File: config.mk
export PLATFORM = sky130hd
export DESIGN_NAME = lc3_mem_arbiter
export DESIGN_NICKNAME = d
export VERILOG_FILES = /design/src/rtl/lc3_mem_arbiter_pkg.sv /design/src/rtl/lc3_rr_pick.sv /design/src/rtl/lc3_mem_arbiter.sv
export SDC_FILE = /design/constraint.sdc
export NUM_CORES = 1
export LEC_CHECK = 0
export ABC_AREA = 1
export CAP_MARGIN = 10
export CORE_MARGIN = 2
export CORE_UTILIZATION = 35
export DETAILED_ROUTE_END_ITERATION = 6
export GPL_TIMING_DRIVEN = 0
export PLACE_DENSITY = 0.75
export SETUP_SLACK_MARGIN = 0.15
export SYNTH_ARGS = -nofsm -noshare
export SYNTH_HDL_FRONTEND = slang
export SYNTH_HIERARCHICAL = 1
export SYNTH_SLANG_ARGS = --single-unit
File: constraint.sdc
create_clock -name clk -period 3.02 [get_ports clk]
set_input_delay 0.453 -clock clk [delete_from_list [all_inputs] [get_ports clk]]
set_output_delay 0.453 -clock clk [all_outputs]
set_load 0.02 [all_outputs]
File: src/rtl/lc3_mem_arbiter_pkg.sv
`default_nettype none
// ============================================================================
// Module  : lc3Pkg
// Brief   : Shared types for the LC-3 memory arbiter (FSM states, requesters).
// Revision: 1.0 - initial release
// ============================================================================
package lc3Pkg;

    typedef enum logic [1:0] {
        ARB_IDLE   = 2'd0,
        ARB_ACCESS = 2'd1,
        ARB_DONE   = 2'd2
    } arb_state_e;

    typedef enum logic [0:0] {
        REQ_CPU = 1'b0,
        REQ_IO  = 1'b1
    } req_src_e;

    localparam int unsigned C_WAIT_W = 8;

endpackage
`default_nettype wire

File: src/rtl/lc3_rr_pick.sv
`default_nettype none
// ============================================================================
// Module  : lc3_rr_pick
// Brief   : Two-way round-robin winner selection (combinational).
// Revision: 1.0 - initial release
// ============================================================================
module lc3_rr_pick
    import lc3Pkg::*;
(
    input  logic     i_cpu_req,
    input  logic     i_io_req,
    input  req_src_e i_last_grant,
    output logic     o_valid,
    output req_src_e o_winner
);

    always_comb begin
        o_valid  = i_cpu_req | i_io_req;
        o_winner = REQ_CPU;
        if (i_cpu_req && i_io_req) begin
            o_winner = (i_last_grant == REQ_IO) ? REQ_CPU : REQ_IO;
        end else if (i_io_req) begin
            o_winner = REQ_IO;
        end
    end

endmodule
`default_nettype wire

File: src/rtl/lc3_mem_arbiter.sv
`default_nettype none
// ============================================================================
// Module  : lc3_mem_arbiter
// Brief   : Round-robin CPU/IO memory arbiter with wait-state timeout.
// Revision: 1.0 - initial release
// ============================================================================
module lc3_mem_arbiter
    import lc3Pkg::*;
#(
    parameter int AW      = 16,
    parameter int DW      = 16,
    parameter int TIMEOUT = 16
) (
    input  logic          clk,
    input  logic          rst_n,
    input  logic          cpu_req,
    input  logic          cpu_we,
    input  logic [AW-1:0] cpu_addr,
    input  logic [DW-1:0] cpu_wdata,
    output logic          cpu_done,
    input  logic          io_req,
    input  logic          io_we,
    input  logic [AW-1:0] io_addr,
    input  logic [DW-1:0] io_wdata,
    output logic          io_done,
    output logic [DW-1:0] rdata,
    output logic          err,
    output logic          mem_en,
    output logic          mem_we,
    output logic [AW-1:0] mem_addr,
    output logic [DW-1:0] mem_wdata,
    input  logic [DW-1:0] mem_rdata,
    input  logic          mem_ready
);

    localparam logic [C_WAIT_W-1:0] C_WAIT_LAST = C_WAIT_W'(TIMEOUT - 1);

    arb_state_e          r_state_q,     w_state_d;
    req_src_e            r_last_q,      w_last_d;
    req_src_e            r_winner_q,    w_winner_d;
    logic [C_WAIT_W-1:0] r_wait_q,      w_wait_d;
    logic                r_cpu_done_q,  w_cpu_done_d;
    logic                r_io_done_q,   w_io_done_d;
    logic [DW-1:0]       r_rdata_q,     w_rdata_d;
    logic                r_err_q,       w_err_d;
    logic                r_mem_en_q,    w_mem_en_d;
    logic                r_mem_we_q,    w_mem_we_d;
    logic [AW-1:0]       r_mem_addr_q,  w_mem_addr_d;
    logic [DW-1:0]       r_mem_wdata_q, w_mem_wdata_d;

    logic     w_pick_valid;
    req_src_e w_pick;

    lc3_rr_pick u_rr_pick (
        .i_cpu_req    (cpu_req),
        .i_io_req     (io_req),
        .i_last_grant (r_last_q),
        .o_valid      (w_pick_valid),
        .o_winner     (w_pick)
    );

    always_comb begin
        w_state_d     = r_state_q;
        w_last_d      = r_last_q;
        w_winner_d    = r_winner_q;
        w_wait_d      = r_wait_q;
        w_cpu_done_d  = 1'b0;
        w_io_done_d   = 1'b0;
        w_rdata_d     = r_rdata_q;
        w_err_d       = r_err_q;
        w_mem_en_d    = r_mem_en_q;
        w_mem_we_d    = r_mem_we_q;
        w_mem_addr_d  = r_mem_addr_q;
        w_mem_wdata_d = r_mem_wdata_q;

        case (r_state_q)
            ARB_IDLE: begin
                if (w_pick_valid) begin
                    w_state_d  = ARB_ACCESS;
                    w_winner_d = w_pick;
                    w_wait_d   = '0;
                    w_mem_en_d = 1'b1;
                    if (w_pick == REQ_CPU) begin
                        w_mem_we_d    = cpu_we;
                        w_mem_addr_d  = cpu_addr;
                        w_mem_wdata_d = cpu_wdata;
                    end else begin
                        w_mem_we_d    = io_we;
                        w_mem_addr_d  = io_addr;
                        w_mem_wdata_d = io_wdata;
                    end
                end
            end
            ARB_ACCESS: begin
                // A late ready in the timeout cycle still counts as success.
                if (mem_ready || (r_wait_q == C_WAIT_LAST)) begin
                    w_state_d     = ARB_DONE;
                    w_err_d       = ~mem_ready;
                    w_rdata_d     = (mem_ready && !r_mem_we_q) ? mem_rdata : '0;
                    w_cpu_done_d  = (r_winner_q == REQ_CPU);
                    w_io_done_d   = (r_winner_q == REQ_IO);
                    w_mem_en_d    = 1'b0;
                    w_mem_we_d    = 1'b0;
                    w_mem_addr_d  = '0;
                    w_mem_wdata_d = '0;
                end else begin
                    w_wait_d = r_wait_q + 1'b1;
                end
            end
            ARB_DONE: begin
                w_state_d = ARB_IDLE;
                w_last_d  = r_winner_q;
            end
            default: begin
                w_state_d = ARB_IDLE;
            end
        endcase
    end

    always_ff @(posedge clk or negedge rst_n) begin
        if (!rst_n) begin
            r_state_q     <= ARB_IDLE;
            r_last_q      <= REQ_IO;
            r_winner_q    <= REQ_CPU;
            r_wait_q      <= '0;
            r_cpu_done_q  <= 1'b0;
            r_io_done_q   <= 1'b0;
            r_rdata_q     <= '0;
            r_err_q       <= 1'b0;
            r_mem_en_q    <= 1'b0;
            r_mem_we_q    <= 1'b0;
            r_mem_addr_q  <= '0;
            r_mem_wdata_q <= '0;
        end else begin
            r_state_q     <= w_state_d;
            r_last_q      <= w_last_d;
            r_winner_q    <= w_winner_d;
            r_wait_q      <= w_wait_d;
            r_cpu_done_q  <= w_cpu_done_d;
            r_io_done_q   <= w_io_done_d;
            r_rdata_q     <= w_rdata_d;
            r_err_q       <= w_err_d;
            r_mem_en_q    <= w_mem_en_d;
            r_mem_we_q    <= w_mem_we_d;
            r_mem_addr_q  <= w_mem_addr_d;
            r_mem_wdata_q <= w_mem_wdata_d;
        end
    end

    assign cpu_done  = r_cpu_done_q;
    assign io_done   = r_io_done_q;
    assign rdata     = r_rdata_q;
    assign err       = r_err_q;
    assign mem_en    = r_mem_en_q;
    assign mem_we    = r_mem_we_q;
    assign mem_addr  = r_mem_addr_q;
    assign mem_wdata = r_mem_wdata_q;

endmodule
`default_nettype wire

# Yosys cells after proc, flatten, opt, wreduce, memory -nomap -nowiden
# Index checks and enable logic that the tools add are counted.
[op_classes]
addsub = 1
eq_ne = 6
n_mux = 27
n_bitwise = 3
n_reduce_logical = 11
[op_table]
columns = ["op", "n"]
rows = [
  ["2-to-1 mux 16 bit", 6],
  ["case mux 16 bit (2 select lines)", 2],
  ["2-to-1 mux 8 bit", 2],
  ["case mux 8 bit (2 select lines)", 1],
  ["2-to-1 mux 1 bit", 11],
  ["adder 8 x 1 -> 8 bit (second input constant)", 1],
  ["== test 8 x 4 -> 1 bit (second input constant)", 1],
  ["AND reduction 2 bit", 3],
  ["AND reduction 3 bit", 2],
  ["2-to-1 mux 2 bit", 2],
  ["!= test 2 bit (second input constant)", 2],
  ["case mux 1 bit (2 select lines)", 2],
  ["case mux 2 bit (2 select lines)", 1],
  ["== test 2 x 1 -> 1 bit (second input constant)", 1],
  ["== test 2 bit (second input constant)", 1],
  ["logical AND 1 bit", 2],
  ["logical NOT 2 bit", 1],
  ["!= test 2 x 1 -> 1 bit (second input constant)", 1],
  ["inverter 1 bit", 2],
  ["nonzero test 2 bit", 1],
  ["logical NOT 1 bit", 1],
  ["logical OR 1 bit", 1],
  ["bitwise OR 1 bit", 1],
]
[totals]
regBits = 65
in_bits = 87
output_inout_bits = 53
elab_cells = 60

# Longest topological paths before layout
# Gate-level depths: netlist of the first run.
[depth]
depth_word = 5
ltp_mapped = 9
mapped_depth_nobuf = 8

# Modules after synthesis
# Netlist of the first run, hierarchy kept.
[modules_own_cells]
columns = ["mod", "instances", "cells_each", "area_per_inst_um2", "seq_area_each_um2"]
rows = [
  ["lc3_mem_arbiter", 1, 390, 3224.3, 1627.8],
  ["lc3_rr_pick", 1, 3, 15.0, 0.0],
]

# Worst setup path before layout of the first run
# No wires, ideal clock.
[synth_path]
path_type = "input -> register"
startpoint = "in io_req"
endpoint = "reg r_mem_wdata_q[10], in the netlist mem_wdata[10]"
t_arrival_ps = 1353
required_time_ps = 2899
setup_slack_ps = 1546
path_stages = 8
path_cell_list = "inv_1 a21oi_1 buf_2 inv_1 clkbuf_1 or2_2 o211ai_1 nand2_1"
[synth_between]
elab_chain_len = 5
elab_cells_between_ends = 9
cone_classes = "eq/ne: 1; mux: 5; bitwise: 1; reduce/logical: 2"
[synth_rtl]
columns = ["element", "line_no", "text"]
rows = [
  ["start, declared", "lc3_mem_arbiter.sv:21", "input logic io_req,"],
  ["2-to-1 mux 1 bit or logical AND 1 bit (tied branches)", "lc3_rr_pick.sv:22, lc3_rr_pick.sv:20", ""],
  ["2-to-1 mux 1 bit (*)", "lc3_rr_pick.sv:20", "if (i_cpu_req && i_io_req) begin"],
  ["via w_pick", "lc3_mem_arbiter.sv:52", "req_src_e w_pick;"],
  ["2-to-1 mux 16 bit (*)", "lc3_mem_arbiter.sv:83", "if (w_pick == REQ_CPU) begin"],
  ["2-to-1 mux 16 bit (*)", "lc3_mem_arbiter.sv:78", "if (w_pick_valid) begin"],
  ["case mux 16 bit (2 select lines) (*)", "lc3_mem_arbiter.sv:76", "case (r_state_q)"],
  ["end signal, assigned", "lc3_mem_arbiter.sv:146", "r_mem_wdata_q <= w_mem_wdata_d;"],
  ["end, declared", "lc3_mem_arbiter.sv:49", "logic [DW-1:0] r_mem_wdata_q, w_mem_wdata_d;"],
]
# Mark *: on every way through the listed nets, which the timed path passes. The rest lies on a longest branch. The select of a mux whose other input is x is not followed.
# A chain may end at the register's enable or synchronous reset.

# Final worst setup path of the first run
[layout_path]
startpoint = "in io_req"
endpoint = "reg r_mem_wdata_q[12], in the netlist mem_wdata[12]"
# The elaborated chain is that of the path after synthesis.

==> reports/metrics.csv, run 1 <==
metric;value;unit
antenna_found_initial;0;
cp.required;3.25;ns
grt_max_degree;66;
syn2layout_area_growth;53.1;%
syn_area;3240;µm²
setup_viol;0;
synth_area_leaders;dfrtp_1 49%, nand2_1 16%, nand3_1 9.3%;
final_cell_area;4960;µm²
ctsResizeCount;0;
dp_slack;0.678;ns
netlist_instances;393;
synth_top_area_cell;dfrtp_1;
period_share;65.6;%
die_w;100;µm
port_buffers;138;
cts.sinks;65;
path_clk_slew;0.07;ns
synth_top_area_share;49.4;%
synth_seq_cells;65;
crit_chain;clkdlybuf4s50_1, inv_1, a21oi_1, buf_2, inv_1, clkbuf_1, or2_2, o211ai_1, nand2_1;
grt_pass1_wl;14800;µm
crit_type;primary input to flip-flop;
fin_crit;1.98;ns
cts-root-buf;clkbuf_8;
core.rowCount;35;
synthArstFlopShare;100;%
dpl.hpwl;6710;µm
synth_most_common_cell;nand2_1;
finalWorstSetupSlack;1.04;ns
cts_setup_buffers;0;
worst_ep_arrival_time;2.21;ns
fin_tns_setup;0;ns
peakVddDrop;479;µV
first_global_vias;3184;
cts_tree;done;
syn_nets;481;
fmax;505;MHz
drv_cap;0;
die_h;100;µm
clock_path_buffers;2;
leakagePower;2.29;nW
overflow;0;
core_area;9110;µm²
vias;3207;
synthFlopType;dfrtp_1;
cp_slowest_cell;clkdlybuf4s50_1;
cts_made_buffers;9;
yosysWarningCount;6;
drtPass1Iterations;4;
placed_area;4760;µm²
max_stage_delay;0.47;ns
design.die.area;10000;µm²
ios;140;
antennaDiodeCount;0;
antenna_left;0;
post_drt_wl_per_cell;13.8;µm
start_kind;primary input;
htreeDepth;3;
drt-initial-drc-count;147;
critPathMostFrequentCell;inv_1;
ys_top_cells_by_count;135 x nand2_1, 64 x dfrtp_1, 60 x nand3_1, 21 x a21oi_1, 17 x o21ai_1;
path_max_fanout;10;
viasPerCell;4.89;
hold_viol_final;0;
status;completed;
layout-drive-gt1-share;10.3;%
final_nets;630;
ys_types;30;
critPathCaptureType;flip-flop;
powerDensity;900;nW/µm²
tightest_slew;0.827;ns
fin_worst_skew;0.00743;ns
synth_edf_count;0;
syn_avg_cell_area;8.24;µm²
yosysSeqAreaShare;50.3;%
post-route-util;54.5;%
drc;0;
worstHoldPathType;primary input to asynchronous set/reset pin;
rsz0062_at_grt;no;
routed_wl;9030;µm
start_util;35.6;%
cts_hold_repair.buffers;0;
slew_headroom;44.9;%
maxSlewViolCount;0;
clock_latency;0.34;ns
gp_congestion;0.840;
gr-usage-all-layers;18.6;%
[flip-flops by register name, indices dropped and copies added (netlist names)]
name        flops
r_winner_q      1
r_wait_q        8
mem_we          1
mem_addr       16
r_last_q        1
cpu_done        1
mem_wdata      16
r_state_q       2
mem_en          1
io_done         1
err             1
rdata          16
[cell families (layout without fill, tap and decap cells)]
family,Yosys count,count (layout),share of synthesized area [%]
AO/OA/AOI/OAI,56,56,10.3
XOR/XNOR,3,3,0.811
adder cells (fa/ha/maj),1,1,0.386
flip-flops,65,65,50.3
AND/OR/NAND/NOR,228,228,31.6
buffers and inverters,40,192,6.68
[metal layers]
layer | vias to the layer above | global-route usage [%] | share of wire [%]
li1 | 1590 | - | -
met1 | 1483 | 22.8 | 42
met2 | 123 | 31.1 | 48
met3 | 11 | 6.69 | 8.3
met4 | 0 | 4.85 | 1.4
met5 | - | 0 | 0
[final cells by class]
type	count	area, µm²
Buffer	26	164
Fill cell	862	4150
Clock inverter	2	37.5
Clock buffer	12	165
Tap cell	111	139
Timing Repair Buffer	138	1380
Multi-Input combinational cell	288	1400
Inverter	14	52.6
Sequential cell	65	1630
[worst max-delay path: cells and delay by family]
kind / cells / cell delay, ns
and+or+nand+nor: 2 / 0.40
AOI/OAI and AO/OA: 2 / 0.20
buffers and inverters: 5 / 1.15
[power breakdown]
part / switching, mW / internal [mW]
Sequential: 0.202 / 1.22
Clock: 0.324 / 0.440
Combinational: 1.27 / 1.01
[layout by cell type (no fill, tap or decap), types with 2 or more instances in the layout]
cell type	count
clkdlybuf4s50_1	137
nand2_1	135
dfrtp_1	64
nand3_1	60
a21oi_1	21
o21ai_1	17
inv_1	14
or2_2	14
o211ai_1	14
clkbuf_8	12
buf_2	11
nor2_1	9
clkbuf_1	7
buf_4	4
buf_6	4
xor2_1	3
nand3_2	2
[through the flow]
| stage | power [mW] | std cells | hold WS, ns |
|---|---|---|---|
| final | 4.46 | 656 | 0.199 |
| after global routing | 4.79 | 656 | 0.267 |
| after CTS | 4.51 | 656 | 0.246 |
| after detailed placement | 3.73 | 642 | 0.466 |
| after global placement | 3.68 | 642 | 0.458 |
| after floorplan | 2.69 | 393 | 0.157 |
[path summary, 6_finish.rpt]
kind / end / slack (ns) / cells after the start / startpoint
max reg2reg: mem_wdata[12] / 1.27 / 7 / r_last_q
min: rdata[2] / 0.20 / 1 / rst_n
max: mem_wdata[12] / 1.04 / 9 / io_req
min reg2reg: cpu_done / 0.46 / 1 / r_winner_q
max in group asynchronous: mem_addr[7] / 2.27 / 1 / rst_n
min in group clk: cpu_done / 0.46 / 1 / r_winner_q
Note: power is estimated with default switching activity, not from simulation.
==> run 2: changes to the inputs <==
- PLACE_DENSITY: 0.75 -> 0.78
- clock period: 3.02 -> 1.7 ns (I/O delays scaled with it)
==> reports/metrics.csv, run 2 (same netlist as run 1, synthesis figures left out) <==
metric;value;unit;change
status;finished with violations;;
violations;hold timing;;
setup_viol;0;;unchanged
period_share;88.2;%;
routed_wl;9430;µm;+4.4%
drtPass1Iterations;4;;unchanged
switching_power;3.34;mW;+86%
post_drt_wl_per_cell;14.0;µm;+2.0%
tightest_slew;0.818;ns;-0.00866 ns
leakagePower;2.61;nW;+14%
p_total;7.94;mW;+78%
ios;140;;unchanged
nFillCells;860;;-0.23%
core_area;9110;µm²;unchanged
finalWorstSetupSlack;0.201;ns;-0.840 ns
pwr-share-clk;18.8;%;+1.7 points
hold_viol_final;3;;+3
antennaDiodeCount;0;;unchanged
combPwrFrac;49.6;%;-1.3 points
die_h;100;µm;unchanged
drc;0;;unchanged
worstHoldPathType;primary input to asynchronous set/reset pin;;
regArea;1630;µm²;about the same
internal_power;4.60;mW;+73%
cts.sinks;65;;unchanged
final_common_cell;nand2_1;;
cts-root-buf;clkbuf_8;;
grt_pass1_wl;15100;µm;+2.1%
path_clk_slew;0.08;ns;about the same
htreeDepth;3;;unchanged
critPathCaptureType;flip-flop;;
start_kind;flip-flop;;
core.rowCount;35;;unchanged
fmax;667;MHz;
first_global_vias;3286;;+3.2%
reg2reg_setup_slack;0.20;ns;-1.07 ns
rsz0062_at_grt;yes;;
timing.hold.ws;-0.00378;ns;-0.203 ns
drv_cap;0;;unchanged
viasPerCell;4.98;;+1.8%
final_cell_area;5140;µm²;+3.6%
topRoutingLayerUsed;met4;;
drt-initial-drc-count;127;;-14%
p_sw_share;42.0;%;+1.9 points
slew_headroom;45.4;%;+0.58 points
overflow;0;;unchanged
powerDensity;1550;nW/µm²;+72%
placed_area;4760;µm²;unchanged
clock_latency;0.34;ns;about the same
dp_slack;-0.467;ns;-1.15 ns
design.die.area;10000;µm²;unchanged
antenna_found_initial;0;;unchanged
cts_hold_repair.buffers;0;;unchanged
wl_met1;3900;µm;+3.4%
maxSlewViolCount;0;;unchanged
cp.required;1.94;ns;-1.31 ns
worst_ep_arrival_time;1.74;ns;-0.47 ns
dr_wl_met3;745;µm;-0.93%
cts_tree;done;;
port_buffers;138;;unchanged
mostFrequentLayoutCells;133 x nand2_1, 83 x clkdlybuf4s50_1, 63 x dfrtp_1;;
multi_input_area;1450;µm²;+4.1%
power_frac_seq;31.7;%;-0.2 points
grt_max_degree;66;;unchanged
gr-usage-all-layers;18.9;%;+0.32 points
layout-drive-gt1-share;15.0;%;+4.7 points
fin_worst_skew;0.00882;ns;+0.00139 ns
dpl.hpwl;6780;µm;+1.1%
peakVddDrop;619;µV;+29%
start_util;35.6;%;unchanged
crit_type;flip-flop to flip-flop;;
fin_crit;1.50;ns;
clock_path_buffers;2;;unchanged
antenna_left;0;;unchanged
vias;3345;;+4.3%
met2WireLength;4630;µm;+5.8%
path_max_fanout;10;;unchanged
gp_congestion;0.840;;unchanged
syn2layout_area_growth;58.7;%;
final_nets;644;;+2.2%
die_w;100;µm;unchanged
cts_made_buffers;9;;unchanged
==> run 2: changes by cell type in the layout (fill, tap and decap cells not counted), sizes merged, moves of 3 or more <==
cell,previous run,this run
buf,20,36
clkbuf,19,13
clkdlybuf4s50,137,83
clkinv,0,3
dlygate4sd2,0,51
dlymetal6s2s,0,3
==> run 2: path summary, 6_finish.rpt <==
| kind | startpoint | to | depth (start not counted) |
|---|---|---|---|
| max in group asynchronous | rst_n | r_wait_q[0] | 1 |
| hold / removal | rst_n | rdata[2] | 1 |
| min in group clk | mem_ready | rdata[3] | 3 |
| setup reg to reg | r_wait_q[7] | mem_wdata[10] | 7 |
| setup / recovery | r_wait_q[7] | mem_wdata[10] | 7 |
| hold reg to reg | mem_en | mem_en | 2 |
==> run 2: worst max-delay path, cell delays in order (launching register included) <==
cell	delay (ns)
dfrtp_1	0.42
nor2_1	0.18
nand2_2	0.10
o21bai_4	0.25
nand2_8	0.12
buf_4	0.19
nand3_1	0.08
nand2_1	0.05
==> run 2: metal layers <==
layer / vias up / track usage, %
met5: - / 0
met1: 1550 / 23.0
met4: 0 / 6.01
met2: 157 / 31.9
met3: 18 / 6.13
li1: 1620 / -
==> run 2: cell type report <==
class,instances,share of cell area [%]
Buffer,25,3.82
Clock buffer,9,2.41
Clock inverter,7,2.00
Inverter,14,1.10
Multi-Input combinational cell,289,28.3
Sequential cell,65,31.7
Tap cell,111,2.70
Timing Repair Buffer,152,28.0
==> run 2: what timing repair did <==
action	4_1_cts	5_1_grt
buffers inserted	4	10
setup endpoints to repair	87	63
gates cloned	0	1
pin swaps	0	12
gates resized for setup	58	26
==> run 2: power by group through the flow <==
| stage | clock network, mW | logic, mW | registers (mW) |
|---|---|---|---|
| 4_1_cts | 1.53 | 3.76 | 2.51 |
| 3_3_place_gp | 0 | 3.99 | 2.53 |
| 3_5_place_dp | 0 | 4.07 | 2.56 |
| 2_1_floorplan | 0 | 1.59 | 3.19 |
| 5_1_grt | 1.60 | 4.30 | 2.60 |
| 6_report | 1.49 | 3.94 | 2.52 |
==> run 2: per-stage QoR <==
step	utilization, %	setup TNS [ns]	std cells
finish	56.4	0	672
global route	56.4	0	672
CTS	54.6	0	661
detailed placement	52.2	-9.57	642
global placement	52.3	-120.51	642
floorplan	-	0	393
